**src/rtl/fast_core_pkg.sv**
```systemverilog
// Shared definitions for the fetch-return alignment path: MCS-51 opcode
// length table and the fixed fetch chunk size.
package fast_core_pkg;

  localparam int INSTR_BYTES = 3;

  typedef logic [255:0][1:0] op_table_t;

  // Length decode organised by opcode column (low nibble), then row (high nibble).
  function automatic logic [1:0] calc_op_length(input logic [7:0] op);
    logic [3:0] hi;
    logic [3:0] lo;
    logic [1:0] len;
    hi  = op[7:4];
    lo  = op[3:0];
    len = 2'd1;
    case (lo)
      4'h0: case (hi)
              4'h1, 4'h2, 4'h3, 4'h9:                      len = 2'd3;
              4'h4, 4'h5, 4'h6, 4'h7, 4'h8, 4'hA, 4'hB,
              4'hC, 4'hD:                                  len = 2'd2;
              default:                                     len = 2'd1;
            endcase
      4'h1: len = 2'd2;
      4'h2: case (hi)
              4'h0, 4'h1:                                  len = 2'd3;
              4'h2, 4'h3, 4'hE, 4'hF:                      len = 2'd1;
              default:                                     len = 2'd2;
            endcase
      4'h3: case (hi)
              4'h4, 4'h5, 4'h6:                            len = 2'd3;
              default:                                     len = 2'd1;
            endcase
      4'h4: case (hi)
              4'h2, 4'h3, 4'h4, 4'h5, 4'h6, 4'h7, 4'h9:    len = 2'd2;
              4'hB:                                        len = 2'd3;
              default:                                     len = 2'd1;
            endcase
      4'h5: case (hi)
              4'h7, 4'h8, 4'hB, 4'hD:                      len = 2'd3;
              4'hA:                                        len = 2'd1;
              default:                                     len = 2'd2;
            endcase
      4'h6, 4'h7: case (hi)
              4'h7, 4'h8, 4'hA:                            len = 2'd2;
              4'hB:                                        len = 2'd3;
              default:                                     len = 2'd1;
            endcase
      default: case (hi)
              4'h7, 4'h8, 4'hA, 4'hD:                      len = 2'd2;
              4'hB:                                        len = 2'd3;
              default:                                     len = 2'd1;
            endcase
    endcase
    return len;
  endfunction

  function automatic op_table_t build_op_length_table();
    op_table_t t;
    for (int i = 0; i < 256; i++) begin
      t[i] = calc_op_length(8'(i));
    end
    return t;
  endfunction

  localparam op_table_t OP_LENGTH_TABLE = build_op_length_table();

  function automatic logic [1:0] op_length(input logic [7:0] op);
    return OP_LENGTH_TABLE[op];
  endfunction

endpackage

```
**src/rtl/fast_core_op_length.sv**
```systemverilog
// Combinational opcode-to-length ROM used by the head-of-window decode.
module fast_core_op_length
  import fast_core_pkg::*;
(
  input  logic [7:0] opcode,
  output logic [1:0] length
);

  assign length = op_length(opcode);

endmodule

```
**src/rtl/fast_core_i_align.sv**
```systemverilog
// Fetch return alignment: orders A/B code-memory returns into a byte window
// and presents one left-aligned instruction per cycle to decode.
module fast_core_i_align
  import fast_core_pkg::*;
#(
  parameter int PC_BITWIDTH = 16,
  parameter int BUF_BYTES   = 9
) (
  input  logic                   clk,
  input  logic                   reset_n,
  input  logic                   sync_reset,
  input  logic                   redirect,
  input  logic [PC_BITWIDTH-1:0] PC,
  input  logic                   re_A,
  input  logic                   re_B,
  input  logic [PC_BITWIDTH-1:0] fetch_addr_A,
  input  logic [PC_BITWIDTH-1:0] fetch_addr_B,
  input  logic [23:0]            data_A,
  input  logic [23:0]            data_B,
  input  logic                   ctl_instruction_consume,
  output logic [23:0]            current_instruction,
  output logic                   instruction_valid,
  output logic [1:0]             instruction_length,
  output logic [PC_BITWIDTH-1:0] instruction_PC,
  output logic [1:0]             addr_adjust,
  output logic [7:0]             drop_count
);

  localparam int                     CNT_W      = $clog2(BUF_BYTES + 1);
  localparam int                     WIN_W      = BUF_BYTES * 8;
  localparam logic [CNT_W-1:0]       BUF_CNT    = CNT_W'(BUF_BYTES);
  localparam logic [CNT_W-1:0]       CHUNK_CNT  = CNT_W'(INSTR_BYTES);
  localparam logic [PC_BITWIDTH-1:0] CHUNK_ADDR = PC_BITWIDTH'(INSTR_BYTES);

  // Byte i of the window lives at window[8*i +: 8]; byte 0 is the oldest.
  logic [WIN_W-1:0]       window, window_next;
  logic [CNT_W-1:0]       byte_count, kept, space, space_after_b, append_count, count_next;
  logic [PC_BITWIDTH-1:0] fill_addr, fill_after_b, fill_next;
  logic [PC_BITWIDTH-1:0] pend_addr_A, pend_addr_B;
  logic                   pend_A, pend_B;
  logic [1:0]             head_len, consumed;
  logic                   head_valid, flush;
  logic                   take_a, take_b, drop_a, drop_b;
  logic [47:0]            append_bytes;
  logic [8:0]             drop_sum;

  fast_core_op_length u_op_length (
    .opcode (window[7:0]),
    .length (head_len)
  );

  function automatic logic [23:0] to_window_order(input logic [23:0] d);
    return {d[7:0], d[15:8], d[23:16]};
  endfunction

  assign flush      = sync_reset | redirect;
  assign head_valid = (byte_count != '0) && (byte_count >= CNT_W'(head_len));
  // A flush discards the window, so nothing is reported as consumed that cycle.
  assign consumed   = (head_valid && ctl_instruction_consume && !flush) ? head_len : 2'd0;

  always_comb begin
    kept          = byte_count - CNT_W'(consumed);
    space         = BUF_CNT - kept;
    take_b        = pend_B && (pend_addr_B == fill_addr) && (space >= CHUNK_CNT);
    drop_b        = pend_B && (pend_addr_B != fill_addr);
    fill_after_b  = take_b ? fill_addr + CHUNK_ADDR : fill_addr;
    space_after_b = take_b ? space - CHUNK_CNT : space;
    take_a        = pend_A && (pend_addr_A == fill_after_b) && (space_after_b >= CHUNK_CNT);
    drop_a        = pend_A && (pend_addr_A != fill_after_b);
    fill_next     = take_a ? fill_after_b + CHUNK_ADDR : fill_after_b;

    append_bytes = '0;
    append_count = '0;
    case ({take_b, take_a})
      2'b11: begin
        append_bytes = {to_window_order(data_A), to_window_order(data_B)};
        append_count = CHUNK_CNT + CHUNK_CNT;
      end
      2'b10: begin
        append_bytes = {24'h0, to_window_order(data_B)};
        append_count = CHUNK_CNT;
      end
      2'b01: begin
        append_bytes = {24'h0, to_window_order(data_A)};
        append_count = CHUNK_CNT;
      end
      default: ;
    endcase
    count_next = kept + append_count;

    // Shift out consumed bytes, mask stale bytes past the survivors, land new bytes after them.
    window_next = ((window >> {consumed, 3'b000}) & ~({WIN_W{1'b1}} << {kept, 3'b000}))
                | (WIN_W'(append_bytes) << {kept, 3'b000});

    drop_sum = {1'b0, drop_count} + 9'(drop_a) + 9'(drop_b);
  end

  assign instruction_valid   = head_valid;
  assign instruction_length  = head_valid ? head_len : 2'd0;
  assign addr_adjust         = consumed;
  assign current_instruction = head_valid ?
                               {window[7:0],
                                (head_len >= 2'd2) ? window[15:8]  : 8'h00,
                                (head_len == 2'd3) ? window[23:16] : 8'h00} : 24'h0;

  // NOTE: state registers use non-blocking assignments so every register
  // samples the pre-edge value of the others, independent of statement order.
  always_ff @(posedge clk or negedge reset_n) begin
    if (!reset_n) begin
      window         <= '0;
      byte_count     <= '0;
      fill_addr      <= '0;
      instruction_PC <= '0;
      pend_A         <= 1'b0;
      pend_B         <= 1'b0;
      pend_addr_A    <= '0;
      pend_addr_B    <= '0;
      drop_count     <= '0;
    end else begin
      pend_addr_A <= fetch_addr_A;
      pend_addr_B <= fetch_addr_B;
      if (flush) begin
        byte_count     <= '0;
        fill_addr      <= PC;
        instruction_PC <= PC;
        pend_A         <= 1'b0;
        pend_B         <= 1'b0;
        if (sync_reset) drop_count <= '0;
      end else begin
        pend_A         <= re_A;
        pend_B         <= re_B;
        window         <= window_next;
        byte_count     <= count_next;
        fill_addr      <= fill_next;
        instruction_PC <= instruction_PC + PC_BITWIDTH'(consumed);
        drop_count     <= drop_sum[8] ? 8'hFF : drop_sum[7:0];
      end
    end
  end

endmodule

```
**config.mk**
```make
export PLATFORM = sky130hd
export DESIGN_NAME = fast_core_i_align
export DESIGN_NICKNAME = d
export VERILOG_FILES = /design/src/rtl/fast_core_pkg.sv /design/src/rtl/fast_core_op_length.sv /design/src/rtl/fast_core_i_align.sv
export SDC_FILE = /design/constraint.sdc
export NUM_CORES = 1
export LEC_CHECK = 0
export BUFFER_PORTS_ARGS = -buffer_cell sky130_fd_sc_hd__buf_2
export CAP_MARGIN = 30
export CORE_ASPECT_RATIO = 1.75
export CORE_MARGIN = 2
export CORE_UTILIZATION = 30
export CTS_CLUSTER_SIZE = 16
export DETAILED_ROUTE_END_ITERATION = 8
export GPL_TIMING_DRIVEN = 0
export PLACE_DENSITY = 0.47
export SYNTH_ARGS = -nofsm -noshare
export SYNTH_HDL_FRONTEND = slang
export SYNTH_SLANG_ARGS = --single-unit
```
**constraint.sdc**
```tcl
create_clock -name clk -period 27.5 [get_ports clk]
set_input_delay 1.375 -clock clk [delete_from_list [all_inputs] [get_ports clk]]
set_output_delay 1.375 -clock clk [all_outputs]
set_load 0.01 [all_outputs]
```
==> qor.yml <==
worst_setup_path:
  cp_slowest_cell: "xnor2_1"
  crit_start: "window[1]"
  cpMostUsedCell: "a21oi_1"
  crit_arrival_ns: 13.77
  critPathCaptureType: "flip-flop"
  critPathLaunchType: "flip-flop"
  worst-path-max-fanout: 12
  reg2reg_from: "window[1]"
  crit_required_ns: 27.88
  slowest_delay_ns: 0.88
  crit_type: "flip-flop to flip-flop"
  ff2ff_path_depth: 43
floorplanning:
  rows: 94
  start_util: 0.304
  core-area_sq_mm: 0.0376
  ios: 156
  die_area_sq_mm: 0.0398
  die_h_um: 262
  die_x_um: 152
routing:
  drt_iter0_markers: 936
  via_per_inst: 5.81
  dr.pass1.iters: 5
  drc_errors: 0
  drt-total-wl_um: 55700
  antenna_left: 0
  vias: 12200
  wl_per_cell_um: 26.4
status:
  run_status: "finished, final reports clean"
place:
  placed_area_sq_mm: 0.0129
  io_buffers: 155
  hpwl_um: 45000
  gp_congestion: 0.992
clock_tree:
  root_buffer: "clkbuf_16"
  clk_latency_ns: 0.46
  clock_path_buffers: 2
  cts_sinks: 150
  postCtsSetupBuffers: 0
  post_cts_resized: 0
  tritoncts: "built"
  cts_inserted_buffers: 17
  cts.clk_slew.worst_paths_ns: 0.06
  hold_buffers: 0
  cts_max_level: 4
cells_and_area:
  fillers: 4052
  drive_gt1_frac: 0.143
  area_delta_synth_final_pct: 18.2
  final_area_sq_mm: 0.0135
  nNetsFinal: 1748
synthesis:
  ys_types: 76
  synth_compound_area_frac: 0.274
  synth_edf_count: 0
  syn_area_per_cell_sq_um: 7.97
  synth_mux_area_frac: 0.0440
  synth-xor-area-share: 0.0498
  synthFlopType: "dfrtp_1"
  yosysSeqAreaShare: 0.328
  synth_top_family_by_area: "compound AO/OA/AOI/OAI gates"
  syn_nets: 1569
  yosysWarnings: 0
  synth_cells: 1435
  async_flop_share: 1.00
  synth_fa_ha_area_frac: 0.0365
  ys_ff_latch: 150
  syn_area_sq_mm: 0.0114
  synthSimpleGateAreaFrac: 0.214
grt:
  grt_pass1_vias: 12600
  met1_usage: 0.273
  grt.busiest_layer: "met2"
  grt-ovfl-total: 0
  track_usage: 0.281
  grt_pass1_wl_um: 80600
  use_met2: 0.526
  antenna_found_initial: 4
  grt_max_degree: 82
  grtUsageMet3: 0.0461
power_and_ir_drop:
  power_w: 0.000624
  worst_ir_drop_vdd_mv: 0.0471
  p_per_area_mw_per_mm2: 46.1
  leakage_nw: 5.70
sta:
  min_period_ns: 13.39
  fmax_ghz: 0.0747
  finalSetupViolCount: 0
  grt_setup_unrepaired: "false"
  finClkSkew_ns: 0.0110
  hold_viol_final: 0
  worstMarginPinSlew_ns: 1.11
  maxSlewViolCount: 0
  fin_setup_tns_ns: 0
  timing.final.crit_share: 0.487
  slew-limit-headroom: 0.257
min_path:
  min_path_cells: 1
  min_from: "drop_count[5]"
  hold_class: "flip-flop to flip-flop"
job:
  cap_violations: 0
## cell type report
| type | count | area, sq um | area share |
|---|---|---|---|
| diodes | 1 | 2.50 | 0.000185 |
| clock buffers | 20 | 447 | 0.0330 |
| well taps | 480 | 601 | 0.0444 |
| inverters | 32 | 120 | 0.00889 |
| repair buffers | 160 | 856 | 0.0633 |
| clock inverters | 12 | 176 | 0.0131 |
| multi-input cells | 1137 | 7080 | 0.524 |
| flip-flops and latches | 150 | 3750 | 0.278 |
| plain buffers | 116 | 484 | 0.0358 |
## per-layer routing
layer	wire length, um	vias to the layer above
met5	46	-
met4	4210	8
met3	2920	213
met2	30400	587
met1	18100	5807
li1	-	5632
## kinds of logic after synthesis
logic type      after synthesis
flops                       150
compound gates              481
buf+inv                     148
xor+xnor                     65
simple gates                511
fa+ha+maj                    31
mux                          49
## critical path, delay by kind of cell (launching register included)
family | cells | cell delay (ns)
compound gates | 12 | 3.32
simple gates | 13 | 3.39
flops | 1 | 0.52
xor+xnor | 1 | 0.88
fa+ha+maj | 6 | 1.83
buf+inv | 9 | 2.78
mux | 2 | 0.54
## sequential cells by signal, summed over array words and instances (netlist names)
name / cells
byte_count: 4
drop_count: 8
fill_addr: 16
instruction_PC: 16
pend_A: 1
pend_B: 1
pend_addr_A: 16
pend_addr_B: 16
window: 72
## where the power goes
group          switching (W)  internal [W]
Combinational      0.0000696     0.0000393
Clock               0.000103      0.000154
Sequential         0.0000199      0.000238
## synth_stat cells, types with 12 or more instances
cell type | count | share of area
nand2_1 | 176 | 0.058
a21oi_1 | 167 | 0.073
dfrtp_1 | 150 | 0.33
nor2_1 | 128 | 0.042
clkbuf_1 | 88 | 0.029
o21ai_0 | 74 | 0.032
nand3_1 | 60 | 0.026
a22oi_1 | 41 | 0.027
mux2i_1 | 39 | 0.034
xor2_1 | 33 | 0.025
xnor2_1 | 32 | 0.025
and3_1 | 30 | 0.016
inv_1 | 29 | 0.0095
a221oi_1 | 27 | 0.021
ha_1 | 27 | 0.030
nor3_1 | 27 | 0.012
o22ai_1 | 24 | 0.013
o31ai_1 | 22 | 0.014
and2_1 | 19 | 0.010
o22a_1 | 19 | 0.015
a31oi_1 | 14 | 0.0077
buf_1 | 13 | 0.0043
o2bb2ai_1 | 13 | 0.010
a221o_1 | 12 | 0.011
## layout by cell type (no fill, tap or decap), drive strengths merged, types with 27 or more instances in the layout
cell    count
dfrtp     150
and3       30
o21ai      75
nor3       27
inv        32
a21oi     167
buf       187
xnor2      32
nand3      60
mux2i      39
a221oi     27
a22oi      41
xor2       33
nor2      128
ha         27
clkbuf    109
nand2     176
## worst paths after layout
check	end	slack, ns
worst max-delay path	window[59]	14.11
worst min-delay path	drop_count[5]	0.53
worst max register to register	window[59]	14.11
worst min register to register	drop_count[5]	0.53
max in group asynchronous	instruction_PC[4]	25.77
min in group asynchronous	window[3]	0.86
## metrics by stage
stage                     cells  hold slack (ns)  worst slack, ns  utilization
after detailed placement   2075            0.518            14.22        0.343
after global placement     2070            0.517            13.31        0.340
after CTS                  2107            0.530            14.21        0.359
after floorplan            1435            0.495            18.08            -
after global routing       2107            0.555            13.18        0.359
final                      2108            0.533            14.11        0.359
Power figures use the tool's default switching activity.
